[src/rtl/wdt_pkg.sv]
// Shared types and constants for the watchdog supervisor.
//   wdt_state_e : supervisor FSM state (value is exported on state_o)
//   wdt_cause_e : last escalation cause (value is exported on cause_o)
//   CNT_W_DEF / GRACE_W_DEF : default counter widths
package wdt_pkg;

  localparam int unsigned CNT_W_DEF   = 16;
  localparam int unsigned GRACE_W_DEF = 8;

  typedef enum logic [2:0] {
    StIdle  = 3'd0,
    StArmed = 3'd1,
    StGrace = 3'd2,
    StReset = 3'd3
  } wdt_state_e;

  typedef enum logic [1:0] {
    CAUSE_NONE    = 2'd0,
    CAUSE_TIMEOUT = 2'd1,
    CAUSE_EARLY   = 2'd2
  } wdt_cause_e;

endpackage

[src/rtl/wdt_counter.sv]
// Loadable up-counter with synchronous clear, count enable and terminal compare.
// The counter saturates at the terminal value, so it never wraps.
//   clk, rst_n : clock, asynchronous active-low reset
//   clr        : force count to zero (highest priority)
//   load       : load load_val (below clr)
//   en         : increment while below term
//   term       : terminal value; at_term is high while count == term
//   count      : current count
module wdt_counter #(
  parameter int unsigned W = 16
) (
  input  logic         clk,
  input  logic         rst_n,
  input  logic         clr,
  input  logic         en,
  input  logic         load,
  input  logic [W-1:0] load_val,
  input  logic [W-1:0] term,
  output logic [W-1:0] count,
  output logic         at_term
);

  logic [W-1:0] count_q, count_d;

  assign at_term = (count_q == term);
  assign count   = count_q;

  always_comb begin
    count_d = count_q;
    if (clr) begin
      count_d = '0;
    end else if (load) begin
      count_d = load_val;
    end else if (en && !at_term) begin
      count_d = count_q + W'(1);
    end
  end

  always_ff @(posedge clk or negedge rst_n) begin
    if (!rst_n) begin
      count_q <= '0;
    end else begin
      count_q <= count_d;
    end
  end

endmodule

[src/rtl/wdt_supervisor.sv]
// Watchdog supervisor: holds timeout/grace configuration, arms/disarms the timeout
// counter, and escalates an expiry through interrupt, grace period and a
// fixed-length system reset request.
// Optional feature: define WDT_WINDOW_EN for a windowed watchdog (early kicks fault).
// Ports:
//   clk, rst_n            : clock, asynchronous active-low reset
//   ena                   : count enable (FSM still reacts to arm/disarm/cfg_we)
//   arm, disarm, kick     : control pulses
//   irq_ack               : acknowledge of expiry while in grace
//   cfg_we, cfg_timeout,
//   cfg_grace, cfg_window : configuration write (accepted only in idle)
//   irq_warn              : count is in the last quarter of the timeout (registered)
//   irq_expired           : sticky expiry flag
//   sys_rst_req           : RST_PULSE-cycle reset request
//   cfg_err               : one-cycle pulse for a rejected configuration write
//   state_o, cause_o      : current state, last escalation cause
module wdt_supervisor
  import wdt_pkg::*;
#(
  parameter int unsigned CNT_W       = CNT_W_DEF,
  parameter int unsigned GRACE_W     = GRACE_W_DEF,
  parameter int unsigned TIMEOUT_DEF = 10,
  parameter int unsigned GRACE_DEF   = 4,
  parameter int unsigned RST_PULSE   = 4
) (
  input  logic               clk,
  input  logic               rst_n,
  input  logic               ena,
  input  logic               arm,
  input  logic               disarm,
  input  logic               kick,
  input  logic               irq_ack,
  input  logic               cfg_we,
  input  logic [CNT_W-1:0]   cfg_timeout,
  input  logic [GRACE_W-1:0] cfg_grace,
  input  logic [CNT_W-1:0]   cfg_window,
  output logic               irq_warn,
  output logic               irq_expired,
  output logic               sys_rst_req,
  output logic               cfg_err,
  output logic [2:0]         state_o,
  output logic [1:0]         cause_o
);

  localparam int unsigned PW = (RST_PULSE > 1) ? $clog2(RST_PULSE) : 1;

  wdt_state_e         state_q, state_d;
  wdt_cause_e         cause_q, cause_d;
  logic               irq_exp_q, irq_exp_d;
  logic               rst_req_q, rst_req_d;
  logic               cfg_err_q, cfg_err_d;
  logic               warn_q, warn_d;
  logic [CNT_W-1:0]   timeout_q, timeout_d;
  logic [GRACE_W-1:0] grace_q, grace_d;
  logic [GRACE_W-1:0] gcnt_q, gcnt_d;
  logic [PW-1:0]      pcnt_q, pcnt_d;

  logic [CNT_W-1:0]   cnt;
  logic               cnt_term;
  logic               cnt_clr;
  logic [CNT_W-1:0]   timeout_eff;
  logic [CNT_W-1:0]   warn_thr;
  logic               early_kick;

  // A zero timeout would make the terminal value underflow; store it as 1.
  assign timeout_eff = (cfg_timeout == '0) ? CNT_W'(1) : cfg_timeout;
  assign warn_thr    = timeout_q - (timeout_q >> 2);

`ifdef WDT_WINDOW_EN
  logic [CNT_W-1:0] window_q, window_d, window_clamped;

  // Keep at least one legal kick count below the terminal value.
  assign window_clamped = (cfg_window >= timeout_eff) ? timeout_eff - CNT_W'(1) : cfg_window;
  assign early_kick     = (cnt < window_q);

  always_ff @(posedge clk or negedge rst_n) begin
    if (!rst_n) begin
      window_q <= '0;
    end else begin
      window_q <= window_d;
    end
  end
`else
  logic unused_window;

  assign unused_window = ^cfg_window;
  assign early_kick    = 1'b0;
`endif

  wdt_counter #(
    .W (CNT_W)
  ) u_cnt (
    .clk      (clk),
    .rst_n    (rst_n),
    .clr      (cnt_clr),
    .en       (ena && (state_q == StArmed)),
    .load     (1'b0),
    .load_val ('0),
    .term     (timeout_q - CNT_W'(1)),
    .count    (cnt),
    .at_term  (cnt_term)
  );

  always_comb begin
    state_d   = state_q;
    cause_d   = cause_q;
    irq_exp_d = irq_exp_q;
    rst_req_d = 1'b0;
    timeout_d = timeout_q;
    grace_d   = grace_q;
    gcnt_d    = gcnt_q;
    pcnt_d    = pcnt_q;
    cnt_clr   = 1'b0;
`ifdef WDT_WINDOW_EN
    window_d  = window_q;
`endif
    cfg_err_d = cfg_we && (state_q != StIdle);
    warn_d    = (state_q == StArmed) && (cnt >= warn_thr);

    unique case (state_q)
      StIdle: begin
        if (cfg_we) begin
          timeout_d = timeout_eff;
          grace_d   = cfg_grace;
`ifdef WDT_WINDOW_EN
          window_d  = window_clamped;
`endif
        end
        if (arm) begin
          state_d   = StArmed;
          cnt_clr   = 1'b1;
          cause_d   = CAUSE_NONE;
          irq_exp_d = 1'b0;
        end
      end
      StArmed: begin
        if (disarm) begin
          state_d = StIdle;
          cnt_clr = 1'b1;
        end else if (kick) begin
          cnt_clr = 1'b1;
          if (early_kick) begin
            state_d   = StGrace;
            irq_exp_d = 1'b1;
            cause_d   = CAUSE_EARLY;
            gcnt_d    = '0;
          end
        end else if (ena && cnt_term) begin
          state_d   = StGrace;
          cnt_clr   = 1'b1;
          irq_exp_d = 1'b1;
          cause_d   = CAUSE_TIMEOUT;
          gcnt_d    = '0;
        end
      end
      StGrace: begin
        if (irq_ack) begin
          state_d   = StArmed;
          cnt_clr   = 1'b1;
          irq_exp_d = 1'b0;
        end else if (gcnt_q == grace_q) begin
          state_d   = StReset;
          rst_req_d = 1'b1;
          pcnt_d    = '0;
        end else if (ena) begin
          gcnt_d = gcnt_q + GRACE_W'(1);
        end
      end
      StReset: begin
        // Pulse length is fixed; it does not stall on ena.
        if (pcnt_q == PW'(RST_PULSE - 1)) begin
          state_d = StIdle;
        end else begin
          pcnt_d    = pcnt_q + PW'(1);
          rst_req_d = 1'b1;
        end
      end
      default: state_d = StIdle;
    endcase
  end

  always_ff @(posedge clk or negedge rst_n) begin
    if (!rst_n) begin
      state_q   <= StIdle;
      cause_q   <= CAUSE_NONE;
      irq_exp_q <= 1'b0;
      rst_req_q <= 1'b0;
      cfg_err_q <= 1'b0;
      warn_q    <= 1'b0;
      timeout_q <= CNT_W'(TIMEOUT_DEF);
      grace_q   <= GRACE_W'(GRACE_DEF);
      gcnt_q    <= '0;
      pcnt_q    <= '0;
    end else begin
      state_q   <= state_d;
      cause_q   <= cause_d;
      irq_exp_q <= irq_exp_d;
      rst_req_q <= rst_req_d;
      cfg_err_q <= cfg_err_d;
      warn_q    <= warn_d;
      timeout_q <= timeout_d;
      grace_q   <= grace_d;
      gcnt_q    <= gcnt_d;
      pcnt_q    <= pcnt_d;
    end
  end

  assign state_o     = state_q;
  assign cause_o     = cause_q;
  assign irq_expired = irq_exp_q;
  assign sys_rst_req = rst_req_q;
  assign cfg_err     = cfg_err_q;
  assign irq_warn    = warn_q;

endmodule
[config.mk]
export PLATFORM = sky130hd
export DESIGN_NAME = wdt_supervisor
export DESIGN_NICKNAME = d
export VERILOG_FILES = /design/src/rtl/wdt_pkg.sv /design/src/rtl/wdt_counter.sv /design/src/rtl/wdt_supervisor.sv
export SDC_FILE = /design/constraint.sdc
export NUM_CORES = 1
export LEC_CHECK = 0
export ABC_AREA = 1
export CORE_ASPECT_RATIO = 0.75
export CORE_UTILIZATION = 40
export DETAILED_ROUTE_END_ITERATION = 8
export PLACE_DENSITY = 0.59
export RECOVER_POWER = 25
export SYNTH_ARGS = -nofsm -noshare
export SYNTH_HDL_FRONTEND = slang
export SYNTH_SLANG_ARGS = --single-unit
[constraint.sdc]
create_clock -name clk -period 2.7 [get_ports clk]
set_clock_uncertainty 0.1 [all_clocks]
set_input_delay 0.54 -clock clk [delete_from_list [all_inputs] [get_ports clk]]
set_output_delay 0.54 -clock clk [all_outputs]
set_load 0.02 [all_outputs]
# Word level (Yosys, flattened, before mapping)
# Cells that the tools add are included.
# word_totals
word_cells,100
register_bits,59
in_bits,48
# classes
mux,43
magnitude_cmp,1
addsub,5
reduce_logical,20
eq_ne,20
# ops
operator,count
$mux W16,3
$mux W8,6
$mux W3,7
$ne A2 B2 Y1 const B,10
$add A16 B1 Y16 const B,1
$eq A16 B16 Y1,1
$ge A16 B16 Y1,1
$logic_not A16 Y1,1
$pmux W8 S2,1
$sub A16 B1 Y16 const B,1
$sub A16 B14 Y16,1
$mux W2,7
$mux W1,13
$pmux W3 S4,1
$reduce_and A5 Y1,2
$add A8 B1 Y8 const B,1
$eq A8 B8 Y1,1
$pmux W2 S2,2
$reduce_bool A2 Y1,4
$reduce_and A7 Y1,1
$eq A3 B2 Y1 const B,2
$ne A3 B3 Y1 const B,2
$pmux W1 S3,2
$reduce_and A6 Y1,1
12 further kinds,17

# Logic depth before layout (Yosys ltp)
# Gate-level depths: netlist (run 1).
# logic_depth
word_depth,8
mapped_depth,22

# Modules after synthesis
# Synthesis (run 1) repeated with hierarchy kept, for this count alone.
# hier_totals
hier_cells,770
hier_area_um2,5004.8
# by_module_without_submodules
mod,cells_per_inst,n_inst,area_each_um2
wdt_supervisor,489,1,3438.3
wdt_counter,281,1,1566.5

# Least setup slack after synthesis (run 1)
# No wires, ideal clock.
# synth_path
path_kind,register -> register
startpoint,register timeout_q[0]
endpoint,register warn_q (netlist: irq_warn)
period_less_slack_ns,2.972
setup_time_ns,0.063
required_time_ns,2.537
n_path_buf,0
path_stages_with_launch,23
setup_slack_ns,-0.272
arrival_time_ns,2.809
cell_sequence,dfrtp_1 inv_1 ha_1 inv_1 fa_1 a21oi_1 o21ai_0 nand2_1 nand2_1 nand3_1 nand2_1 nand3_1 o21ai_0 xor2_1 ha_1 nand2_1 inv_1 nand3_1 nor3_1 nand2_1 nand3_1 nand2_1 inv_1
# synth_between
elab_chain_cells,3
# synth_rtl
item,line,rtl
start: declaration,wdt_supervisor.sv:53,"logic [CNT_W-1:0] timeout_q, timeout_d;"
start signal: assignment,wdt_supervisor.sv:190,timeout_q <= CNT_W'(TIMEOUT_DEF);
start signal: assignment,wdt_supervisor.sv:201,timeout_q <= timeout_d;
$sub A16 B14 Y16,wdt_supervisor.sv:67,assign warn_thr = timeout_q - (timeout_q >> 2);
$ge A16 B16 Y1,wdt_supervisor.sv:118,warn_d = (state_q == StArmed) && (cnt >= warn_thr);
$logic_and A1 B1 Y1,wdt_supervisor.sv:118,
net warn_d,wdt_supervisor.sv:52,"logic warn_q, warn_d;"
end signal: assignment,wdt_supervisor.sv:200,warn_q <= warn_d;
end: declaration,wdt_supervisor.sv:52,
# The timed path passes the listed nets, and every way through them passes these cells.
# A chain may end at the register's enable or synchronous reset.

# Worst setup path after layout (run 1)
# layout_path
startpoint,register timeout_q[5]
endpoint,register warn_q (netlist: irq_warn)
# The elaborated chain is that of the path after synthesis.

==> results of run 1 <==
## final cells by class
cell class              count  area [um^2]
clock buffers              16        281.5
fillers                  1126         5346
inverters                  85        319.1
multi-input cells         559         3332
flip-flops and latches     57         1431
well taps                 162        202.7
repair buffers            104        870.8
## routing by layer
layer | global-route usage [%] | up-vias | wire [um]
met5 | 0 | - | 0
met4 | 7.961 | 0 | 193
met3 | 3.945 | 15 | 521
met2 | 34.35 | 96 | 5737
met1 | 35.06 | 2270 | 7363
li1 | - | 2522 | -
## how the worst max path moves through the flow
stage / from / slack (ns) / to
after floorplan: timeout_q[0] / -0.09 / irq_warn
after global placement: timeout_q[2] / -0.16 / irq_warn
after detailed placement: timeout_q[0] / -0.21 / irq_warn
after CTS: timeout_q[0] / -0.12 / irq_warn
after global routing: timeout_q[6] / -0.47 / irq_warn
final: timeout_q[5] / -0.27 / irq_warn
## flip-flops by register name, summed over array words and instances (netlist names), 2 cells and up
name and flops:
timeout_q 16, u_cnt.count 16, gcnt_q 8, grace_q 8, pcnt_q 2, state_o 2
## worst max-delay path, cell delays in order, from the launching register on
cell	delay, ns
dfrtp_1	0.42
ha_1	0.37
inv_1	0.07
nor3_1	0.30
nand2_2	0.13
buf_4	0.15
buf_4	0.12
buf_4	0.12
buf_4	0.12
buf_4	0.12
nand3_1	0.06
nand2_1	0.06
ha_1	0.17
a21oi_1	0.12
o21ai_0	0.11
a21oi_2	0.14
nand3_2	0.08
nand2_1	0.06
inv_1	0.04
## through the flow
stage                     power (mW)   TNS, ns  std cells
after detailed placement       6.302   -0.2138        957
after CTS                      7.687   -0.1195        980
final                          7.980   -0.2691        983
after global routing           8.715   -0.7511        983
after global placement         6.155   -0.1617        957
after floorplan                4.544  -0.09141        710
## power breakdown
part           switching, mW  internal, mW
Combinational           3.10          2.45
Sequential             0.227          1.11
Clock                  0.395         0.697
## cell usage in the layout, fill, tap and decap left out, drive strengths merged, types with 2 or more instances in the layout
cell,Yosys,layout
and3,2,2
buf,5,65
a211oi,2,2
xnor2,17,17
a21oi,26,26
nor3b,2,2
nor3,12,12
nand2,215,216
a21o,2,2
o21ai,36,36
ha,34,34
nor2,93,93
nand3b,4,4
nand3,53,53
dfstp,3,3
clkdlybuf4s50,0,36
clkinv,3,3
nand4,18,18
inv,82,82
nor4,7,7
conb,1,2
xor2,23,23
clkbuf,5,18
dfrtp,54,54
## repair_timing
action                                 in CTS  in global routing
setup endpoints to repair                   2                 26
setup buffers                               7                  2
cloned                                      0                  1
hold buffers                                0                  0
pin swaps                                  15                  5
gates resized for setup                    18                 24
endpoints found under the hold margin       0                  0
## kinds of logic (layout without fill, tap and decap cells)
family          after synthesis  in the layout  synth area share [%]
compound gates               74             74                 8.512
xor+xnor                     40             40                 7.135
fa+ha+maj                    35             35                 9.072
buf+inv                      95            205                 7.874
flops                        57             57                 29.13
other cells                   1              2               0.07638
simple gates                407            408                 38.20
==> results.md, run 1 <==
- Initial antenna violation count: 0
- Worst-margin pin slew: 1.478 ns
- Static leakage: 3.154 nW
- CTS sink cnt: 57
- Min-Delay Endpoint: grace_q[2]
- Die height: 97.95 um
- Post-synth cell types: 46
- Final hold violation count: 0
- Leading area contributor after synthesis: dfrtp_1
- Critical path launch point type: register
- Setup crit end kind: register
- Number of max-cap violations: 0
- Hold path depth: 2
- WHS: ~0.38 ns
- Clock Tree Root: clkbuf_16
- Reg2Reg Depth: 18
- Arrival time at the worst endpoint: 3.10 ns
- Ys async rst share: between 90% and 100%
- EDFF count, synth: 0
- Pre-CTS WS: -0.2138 ns
- VDD IR-drop max: 0.6095 mV
- F_max: 0.3368 GHz
- Status: finished, violations left
- Final core occ: between 50 and 60%
- Hold_sp: grace_q[2]
- Top FF cell, synth: dfrtp_1
- Final WL: 13820 um
- RSZ-0062 raised after global routing: true
- Die Area: approximately 13000 um^2
- Power Density: about 1200 nW/um^2
- Period minus WS final: 2.969 ns
- Seq/Total Area, Yosys: approximately 29%
- Area growth syn-to-layout: 31.12%
- Core ar.: around 12000 um^2
- Buffers on Ports: 38
- R2R Setup Slk: -0.27 ns
- Worst EP required: 2.83 ns
- Cell count after synthesis: between 700 and 800
- Site Rows: 34
- Reg2reg start: timeout_q[5]
- CTS Buf Count: 9
- Hpwl dp: 10660 um
- Die X: 129.9 um
- Ranking of synthesized cells by area: dfrtp_1 (28%), nand2_1 (15%), ha_1 (8.7%)
- Mapped Area: 4910 um^2
- Worst-Skew Late Latency: 0.34 ns
- Count leader, synth: nand2_1
- DRC violations left: 0
- TritonCTS clock tree: yes
- Most frequent cells after synthesis: nand2_1 (201), inv_1 (79), nor2_1 (78), dfrtp_1 (54), nand3_1 (49)
- Final Net Count: 899
- Starting Density: between 40% and 50%
- Pins Over Slew Limit: 0
- Gr usage total: 23.64%
- Final setup viols: 1
- Fin area: 6437 um^2
- Largest fanout on the critical path: 4
- Layout cells sized above 1: 20.22%
- H-tree depth: 3
- Syn_area_per_cell: 6.925 um^2
- Worst-case clock buffer depth: 2
- Failing checks: setup timing
- Post-route worst setup slack: -0.2691 ns
- Routed vias: 4903
- Vias per cell: ~5
- Synth Warn #: 0
- Slew headroom: 1.491%
- Synth Register Bits: 57
- Gr ovfl total: 0
- First-pass GRT wire length: ~23000 um
- Gp weighted congestion: 0.8837
- Number of global-route vias before repair: 4624
- WS Path Type: reg2reg
- Yosys top cell area share: 27.52%
- Placed Area: 5899 um^2
- # IOs: 57
- Avg WL per Cell: 14.05 um
- Pre-Repair DR Iteration Count: 4
- Final antenna-violating net count: 0
- Type of the tightest min-delay check: reg2reg
- Diode count: 0
- Fin crit share: 110.0%
- Worst R2R End: irq_warn
- 1st-iter DRT viols: ~270
- Largest net degree at the start of global routing: 39
- Clock transition at path regs: 0.05 ns
(Power assumes the default switching activity.)
==> run 2, diff against run 1 <==
- SLEW_MARGIN: unset -> 30
==> results of run 2 <==
Same layout as run 1: the final DEF is identical, and so are final timing and power.
